File: src/rtl/mem_arb_pkg.sv
`default_nettype none
// ============================================================================
// mem_arb_pkg : shared state encoding and default timing for mem_arb
// Revision    : 1.0
// ============================================================================
package mem_arb_pkg;

    typedef enum logic [1:0] {
        ST_IDLE   = 2'd0,
        ST_SETUP  = 2'd1,
        ST_ACCESS = 2'd2,
        ST_DONE   = 2'd3
    } state_t;

    localparam int DEF_WAIT_CYC     = 3;
    localparam int DEF_MAX_PRIO_RUN = 4;

endpackage
`default_nettype wire

File: src/rtl/mem_arb_rr_pick.sv
`default_nettype none
// ============================================================================
// rr_pick : combinational round-robin selector, first request at or after start
// Revision : 1.0
// ============================================================================
module rr_pick #(
    parameter int  N  = 3,
    localparam int IW = (N > 1) ? $clog2(N) : 1
) (
    input  logic [N-1:0]  req,
    input  logic [IW-1:0] start,
    output logic          found,
    output logic [IW-1:0] idx
);

    logic [IW:0] w_pos;

    always_comb begin
        found = 1'b0;
        idx   = '0;
        w_pos = '0;
        for (int k = 0; k < N; k++) begin
            w_pos = {1'b0, start} + (IW+1)'(k);
            if (w_pos >= (IW+1)'(N)) begin
                w_pos = w_pos - (IW+1)'(N);
            end
            if (!found && req[w_pos[IW-1:0]]) begin
                found = 1'b1;
                idx   = w_pos[IW-1:0];
            end
        end
    end

endmodule
`default_nettype wire

File: src/rtl/mem_arb.sv
`default_nettype none
// ============================================================================
// mem_arb : N-channel arbiter (ch0 priority + round-robin) and async-SRAM sequencer
// Revision : 1.0
// ============================================================================
module mem_arb
    import mem_arb_pkg::*;
#(
    parameter int CHANNELS     = 4,
    parameter int AW           = 23,
    parameter int DW           = 16,
    parameter int WAIT_CYC     = DEF_WAIT_CYC,
    parameter int MAX_PRIO_RUN = DEF_MAX_PRIO_RUN
) (
    input  logic                        clk,
    input  logic                        sys_rst,
    input  logic [CHANNELS-1:0]         req,
    input  logic [CHANNELS-1:0]         we,
    input  logic [2*CHANNELS-1:0]       be,
    input  logic [CHANNELS*AW-1:0]      addr,
    input  logic [CHANNELS*DW-1:0]      wdat,
    input  logic [AW-1:0]               msk,
    input  logic                        msk_on,
    output logic [CHANNELS-1:0]         ack,
    output logic [DW-1:0]               rdat,
    output logic                        busy,
    output logic [$clog2(CHANNELS)-1:0] gnt_idx,
    output logic [AW-1:0]               ram_addr,
    output logic [DW-1:0]               ram_dati,
    input  logic [DW-1:0]               ram_dato,
    output logic                        ram_ce,
    output logic                        ram_oe,
    output logic                        ram_we_lo,
    output logic                        ram_we_hi
);

    localparam int GW  = $clog2(CHANNELS);
    localparam int NRR = CHANNELS - 1;
    localparam int RW  = (NRR > 1) ? $clog2(NRR) : 1;
    localparam int WCW = (WAIT_CYC > 1) ? $clog2(WAIT_CYC) : 1;
    localparam int RCW = (MAX_PRIO_RUN > 0) ? $clog2(MAX_PRIO_RUN + 1) : 1;
    localparam logic [GW-1:0] LAST_CH = GW'(CHANNELS - 1);

    state_t         r_state;
    logic [WCW-1:0] r_wcnt;
    logic [RCW-1:0] r_run;
    logic [GW-1:0]  r_last_rr;
    logic           r_we;
    logic [1:0]     r_be;

    logic [AW-1:0]  w_addr_ch [CHANNELS];
    logic [DW-1:0]  w_wdat_ch [CHANNELS];
    logic [1:0]     w_be_ch   [CHANNELS];

    for (genvar c = 0; c < CHANNELS; c++) begin : g_ch
        assign w_addr_ch[c] = addr[c*AW +: AW];
        assign w_wdat_ch[c] = wdat[c*DW +: DW];
        assign w_be_ch[c]   = be[c*2 +: 2];
    end

    // Round-robin runs over channels 1..CHANNELS-1; bit k of its vector is channel k+1.
    logic [RW-1:0] w_rr_start;
    logic [RW-1:0] w_rr_idx;
    logic          w_rr_found;

    assign w_rr_start = (r_last_rr == LAST_CH) ? '0 : r_last_rr[RW-1:0];

    rr_pick #(
        .N(NRR)
    ) u_rr_pick (
        .req  (req[CHANNELS-1:1]),
        .start(w_rr_start),
        .found(w_rr_found),
        .idx  (w_rr_idx)
    );

    logic          w_pick0;
    logic [GW-1:0] w_gnt;
    logic [AW-1:0] w_gaddr;

    assign w_pick0 = req[0] && ((r_run < RCW'(MAX_PRIO_RUN)) || !w_rr_found);
    assign w_gnt   = w_pick0 ? '0 : (GW'(w_rr_idx) + GW'(1));
    assign w_gaddr = msk_on ? (w_addr_ch[w_gnt] & msk) : w_addr_ch[w_gnt];

    always_ff @(posedge clk) begin
        if (sys_rst) begin
            r_state   <= ST_IDLE;
            r_wcnt    <= '0;
            r_run     <= '0;
            r_last_rr <= LAST_CH;
            r_we      <= 1'b0;
            r_be      <= 2'b00;
            ack       <= '0;
            rdat      <= '0;
            busy      <= 1'b0;
            gnt_idx   <= '0;
            ram_addr  <= '0;
            ram_dati  <= '0;
            ram_ce    <= 1'b1;
            ram_oe    <= 1'b1;
            ram_we_lo <= 1'b1;
            ram_we_hi <= 1'b1;
        end else begin
            ack <= '0;
            case (r_state)
                ST_IDLE: begin
                    if (req[0] || w_rr_found) begin
                        gnt_idx  <= w_gnt;
                        r_we     <= we[w_gnt];
                        r_be     <= w_be_ch[w_gnt];
                        ram_addr <= w_gaddr;
                        if (we[w_gnt]) begin
                            ram_dati <= w_wdat_ch[w_gnt];
                        end
                        ram_ce   <= 1'b0;
                        ram_oe   <= we[w_gnt];
                        busy     <= 1'b1;
                        // The run only grows while ch0 is actually starving someone.
                        if (w_pick0 && w_rr_found) begin
                            r_run <= r_run + RCW'(1);
                        end else begin
                            r_run <= '0;
                        end
                        r_state  <= ST_SETUP;
                    end
                end
                ST_SETUP: begin
                    r_wcnt <= '0;
                    if (r_we) begin
                        ram_we_hi <= !r_be[1];
                        ram_we_lo <= !r_be[0];
                    end
                    r_state <= ST_ACCESS;
                end
                ST_ACCESS: begin
                    if (r_wcnt == WCW'(WAIT_CYC - 1)) begin
                        ram_oe       <= 1'b1;
                        ram_we_hi    <= 1'b1;
                        ram_we_lo    <= 1'b1;
                        if (!r_we) begin
                            rdat <= ram_dato;
                        end
                        ack[gnt_idx] <= 1'b1;
                        r_state      <= ST_DONE;
                    end else begin
                        r_wcnt <= r_wcnt + WCW'(1);
                    end
                end
                ST_DONE: begin
                    ram_ce <= 1'b1;
                    busy   <= 1'b0;
                    if (gnt_idx != '0) begin
                        r_last_rr <= gnt_idx;
                    end
                    r_state <= ST_IDLE;
                end
                default: r_state <= ST_IDLE;
            endcase
        end
    end

endmodule
`default_nettype wire

File: config.mk
export PLATFORM = sky130hd
export DESIGN_NAME = mem_arb
export DESIGN_NICKNAME = d
export VERILOG_FILES = /design/src/rtl/mem_arb_pkg.sv /design/src/rtl/mem_arb_rr_pick.sv /design/src/rtl/mem_arb.sv
export SDC_FILE = /design/constraint.sdc
export NUM_CORES = 1
export LEC_CHECK = 0
export BUFFER_PORTS_ARGS = -buffer_cell sky130_fd_sc_hd__buf_2
export CORE_UTILIZATION = 39
export DETAILED_ROUTE_END_ITERATION = 8
export GPL_ROUTABILITY_DRIVEN = 0
export PLACE_DENSITY = 0.88
export SLEW_MARGIN = 25
export SYNTH_ARGS = -nofsm -noshare
export SYNTH_HDL_FRONTEND = slang
export SYNTH_SLANG_ARGS = --single-unit
File: constraint.sdc
create_clock -name clk -period 2.85 [get_ports clk]
set_clock_uncertainty 0.1 [all_clocks]
set_input_delay 0.4275 -clock clk [delete_from_list [all_inputs] [get_ports clk]]
set_output_delay 0.4275 -clock clk [all_outputs]
set_load 0.02 [all_outputs]
After elaboration in Yosys (flattened, before gate mapping)
Index checks and enable logic that the tools add are counted.
{"block": "totals", "regBits": 78, "output_inout_bits": 66, "elab_cells": 124}
{"block": "classes", "addsub": 8, "magnitude_cmp": 11, "n_eq_ne": 9, "mux": 48, "bitwise_logic": 5, "reduce_logical": 27}
{"cell": "two-way mux 23 bit", "count": 3}
{"cell": "binary-select mux 23 bit (select 2 bit)", "count": 1}
{"cell": "binary-select mux 16 bit (select 2 bit)", "count": 1}
{"cell": "two-way mux 16 bit", "count": 2}
{"cell": "two-way mux 2 bit", "count": 13}
{"cell": "AND 23 bit", "count": 1}
{"cell": "< comparator 2 x 3 -> 1 bit (second input constant)", "count": 5}
{"cell": "two-way mux 1 bit", "count": 14}
{"cell": "AND reduction 3 bit", "count": 4}
{"cell": "case mux 1 bit (2 select lines)", "count": 5}
{"cell": "AND reduction 2 bit", "count": 5}
{"cell": "binary-select mux 1 bit (select 2 bit)", "count": 4}
{"cell": "equality test 2 bit (second input constant)", "count": 4}
{"cell": "!= test 2 bit (second input constant)", "count": 4}
{"cell": "case mux 2 bit (4 select lines)", "count": 1}
{"cell": "nonzero test 2 bit", "count": 4}
{"cell": ">= comparator 3 x 2 -> 1 bit (second input constant)", "count": 2}
{"cell": "subtractor 2 bit (second input constant)", "count": 3}
{"cell": "logical AND 1 bit", "count": 5}
{"cell": "logical NOT 1 bit", "count": 5}
{"cell": "adder 2 x 1 -> 2 bit (second input constant)", "count": 2}
{"cell": "binary-select mux 2 bit (select 2 bit)", "count": 1}
{"cell": "case mux 2 bit (2 select lines)", "count": 1}
{"cell": "adder 2 x 1 -> 3 bit (second input constant)", "count": 1}
{"cell": "other kinds (14)", "count": 17}

Longest topological paths before layout
{"block": "logic_depth", "depth_word": 23, "ltp_mapped": 12, "depth_no_buf": 9}

Modules after synthesis
From an unflattened synthesis, not the netlist that was laid out.
{"block": "hier_totals", "cells_unflattened": 591, "area_unflattened_um2": 4738.3}
{"mod": "mem_arb", "instances": 1, "cells_per_inst": 559, "area_each_um2": 4486.8, "seq_area_each_um2": 1561.5}
{"mod": "rr_pick", "instances": 1, "cells_per_inst": 32, "area_each_um2": 251.5, "seq_area_each_um2": 0.0}

Worst setup path after synthesis
No wires, ideal clock.
{"block": "synth_timing", "path_type": "register to register", "from": "register r_last_rr[0]", "to": "register ram_dati[10]", "setup_time_ps": 124, "t_arrival_ps": 2773, "setup_slack_ps": -147, "path_stages_with_launch": 12, "path_buffers": 2, "period_less_slack_ps": 2997, "cell_sequence": "dfxtp_1 inv_1 ha_1 mux2i_1 o22ai_1 o41ai_4 mux2i_1 a2111oi_4 or2_1 buf_2 buf_4 a21oi_1"}
{"block": "synth_via", "elab_chain_cells": 21}
{"element": "from (decl)", "line": "mem_arb.sv:47", "text": "logic [GW-1:0] r_last_rr;"}
{"element": "from (signal assigned)", "line": "mem_arb.sv:153", "text": "r_last_rr <= gnt_idx;"}
{"element": "equality test 2 bit", "line": "mem_arb.sv:66", "text": "assign w_rr_start = (r_last_rr == LAST_CH) ? '0 : r_last_rr[RW-1:0];"}
{"element": "two-way mux 2 bit *", "line": "mem_arb.sv:66"}
{"element": "branches (longest 19 deep; another with adder 2 x 1 -> 3 bit)"}
{"element": "to (signal assigned)", "line": "mem_arb.sv:113", "text": "ram_dati <= w_wdat_ch[w_gnt];"}
{"element": "to (decl)", "line": "mem_arb.sv:29", "text": "output logic [DW-1:0] ram_dati,"}
Every way passes the cells marked *. The select of a mux whose other input is x is not followed.
A chain may end at the register's enable or synchronous reset.

Worst setup path in the final report
{"block": "layout_timing", "from": "register r_last_rr[0]", "to": "register ram_dati[7]"}
The elaborated chain is that of the path after synthesis.

==> metrics.yaml <==
pwr-share-comb: 0.437
hold_class: "input port to register"
yosysTopAreaCell: "dfxtp_1"
die_x_um: 108
ys_ff_latch: 78
cp-startpoint: "r_last_rr[0]"
avgSynthCellArea_um2: 7.74
clockBufferDepth: 2
final_common_cell: "buf_2"
register_area_um2: 1570
drv_cap: 0
finalMaxSlewViolations: 0
fmaxAchievable_ghz: 0.348
yosysWarnings: 0
p_int_uw: 2360
required_ns: 3.04
vias_per_cell: 5.60
holdPathEnd: "rdat[15]"
antenna_found_initial: 2
cts_made_buffers: 9
tightest_slew_ns: 0.595
cts_hold_buf: 0
crit_type: "register to register"
syn_to_final_growth_pct: 47.2
vias: 5575
multiInputGateArea_um2: 2690
synthCells: 565
clock_latency_ns: 0.35
io_buffers: 279
synth.top_cell.area_share: 0.357
reg2reg_from: "r_last_rr[0]"
drive_above_1_share: 0.436
grt_pass1_vias: 5184
start_kind: "register"
grt_first_pass_wirelength_um: 24700
synth-edff-count: 0
irDropWorstVdd_v: 0.000419
synthTopCellsByArea: "dfxtp_1, nand2_1, o21ai_0"
core-area_um2: 10900
initial_utilization: 0.402
dp_hpwl_um: 12200
ant_nets: 0
powerDensity_nw_per_um2: 617
ys_seq_area_frac: 0.357
rows: 38
fin_nets: 1073
num_io_pins: 280
min_period_over_period: 1.01
synth.cell_area_um2: 4370
postPlaceCellArea_um2: 6130
p_leak_uw: 0.00300
relSlewSlack: 0.602
grt_max_degree: 30
hold_depth: 3
hold_ws_ns: 0.195
fin_ws_ns: -0.0247
violations: "negative setup slack"
clkTransAtPathRegs_ns: 0.09
finalHoldViolations: 0
power_switching_share: 0.406
syn-num-nets: 790
cp.arrival_ns: 3.06
ys_types: 50
cp_max_fo: 8
setup_viol: 1
die-area_um2: 11600
overflow: 0
endpoint_kind: "register"
async_reset_ff_frac: 0
fillCellCount: 973
drt_iter0_markers: 457
rsz0062_at_grt: "true"
cts_tree: "done"
postLayoutCellArea_um2: 6440
p_clk_frac: 0.200
wl_per_cell_um: 16.5
route.detailed.drc: 0
routed_wl_um: 16400
cts.sinks: 78
clockRootBuffer: "clkbuf_8"
dieHeight_um: 108
grtUsageTotal: 0.270
final_cell_mix: "buf_2, nand2_1, dfxtp_1"
switchingPower_uw: 1610
r2r_cells: 11
finalCriticalPeriod_ns: 2.87
detail_route.first_pass.iterations: 5
htree_levels: 3
synth_flop_cell: "dfxtp_1"
status: "complete, but fails checks"
ff2ff_setup_slack_ns: -0.02
r2r_end: "ram_dati[7]"
worstHoldStart: "ram_dato[15]"
sequentialPowerShare: 0.363
-- cells by family after synthesis --
logic type	Yosys count	synth area share
and+or+nand+nor	217	0.219
AOI/OAI and AO/OA	179	0.283
DFF	78	0.357
buffers and inverters	56	0.0503
muxes	24	0.0595
adders and majority gates	11	0.0315
-- sequential cells by signal (all words and copies together) (netlist names) --
register and cells:
ram_addr 23, busy 1, ram_dati 16, r_run 3
r_wcnt 2, ram_oe 1, rdat 16, ram_we_hi 1
r_be 2, ack 4, r_last_rr 2, r_state 2
gnt_idx 2, ram_we_lo 1, ram_ce 1, r_we 1
-- metrics by stage --
stage / TNS, ns / utilization / cells / total power, uW / worst slack, ns
2_1_floorplan: 0 / - / 565 / 2450 / 0.00164
3_5_place_dp: 0 / 0.563 / 971 / 3090 / 0.0752
6_report: -0.0247 / 0.591 / 995 / 3970 / -0.0247
3_3_place_gp: 0 / 0.563 / 971 / 3060 / 0.166
4_1_cts: 0 / 0.580 / 987 / 3890 / 0.0485
5_1_grt: -1.23 / 0.591 / 995 / 4210 / -0.105
-- per-layer routing --
layer,routed length [um],GRT usage,vias to the layer above
met2,7950,0.469,323
met4,474,0.130,0
li1,-,-,2622
met5,0,0,-
met1,6460,0.306,2585
met3,1490,0.0720,45
-- Yosys cell counts (2+ instances only) --
cell and n:
a211oi_1 3, a21oi_1 41, a22oi_1 4, a311o_1 21
and3_1 2, buf_2 5, clkbuf_1 37, dfxtp_1 78
ha_1 11, inv_1 11, mux2_2 16, mux2i_1 8
nand2_1 117, nand2b_1 3, nand3_1 6, nor2_1 36
nor3_1 24, nor4b_1 4, o2111a_1 2, o21ai_0 53
o221ai_1 18, o22ai_1 7, o31ai_1 16, or3_1 16
-- worst max-delay path by stage --
stage                         endpoint  slack [ns]  depth (start not counted)
after floorplan                 ram_oe       0.002                         10
after global placement    ram_dati[14]        0.17                         10
after detailed placement   ram_dati[1]        0.08                         10
after CTS                 ram_addr[22]        0.05                         11
after global routing      ram_dati[14]       -0.11                         11
final                      ram_dati[7]       -0.02                         11
-- layout make-up --
| type | instances | area share |
|---|---|---|
| Clock buffer | 9 | 0.0192 |
| Timing Repair Buffer | 316 | 0.275 |
| Antenna cell | 2 | 0.000777 |
| Clock inverter | 7 | 0.00933 |
| Inverter | 12 | 0.00777 |
| Sequential cell | 78 | 0.244 |
| Tap cell | 140 | 0.0272 |
| Multi-Input combinational cell | 431 | 0.417 |
-- worst max-delay path: stages (launching register included) --
cell and delay [ns]:
dfxtp_4 0.41, inv_4 0.05, ha_4 0.28, mux2i_1 0.22, o22ai_2 0.12, o41ai_4 0.45
mux2i_2 0.15, a2111oi_4 0.46, buf_4 0.21, buf_8 0.14, o31ai_2 0.07, a21oi_1 0.15
-- power by group through the flow --
stage	registers [uW]	logic [uW]	clock network, uW
floorplan	1660	788	0
global placement	1460	1610	0
detailed placement	1460	1630	0
CTS	1440	1640	819
global route	1460	1880	861
finish	1440	1730	795
-- timing repair --
action                                  in CTS  in global routing
endpoints found under the setup margin       0                 33
gates resized for setup                      0                 16
buffers inserted                             0                  4
Power figures use the tool's default switching activity.
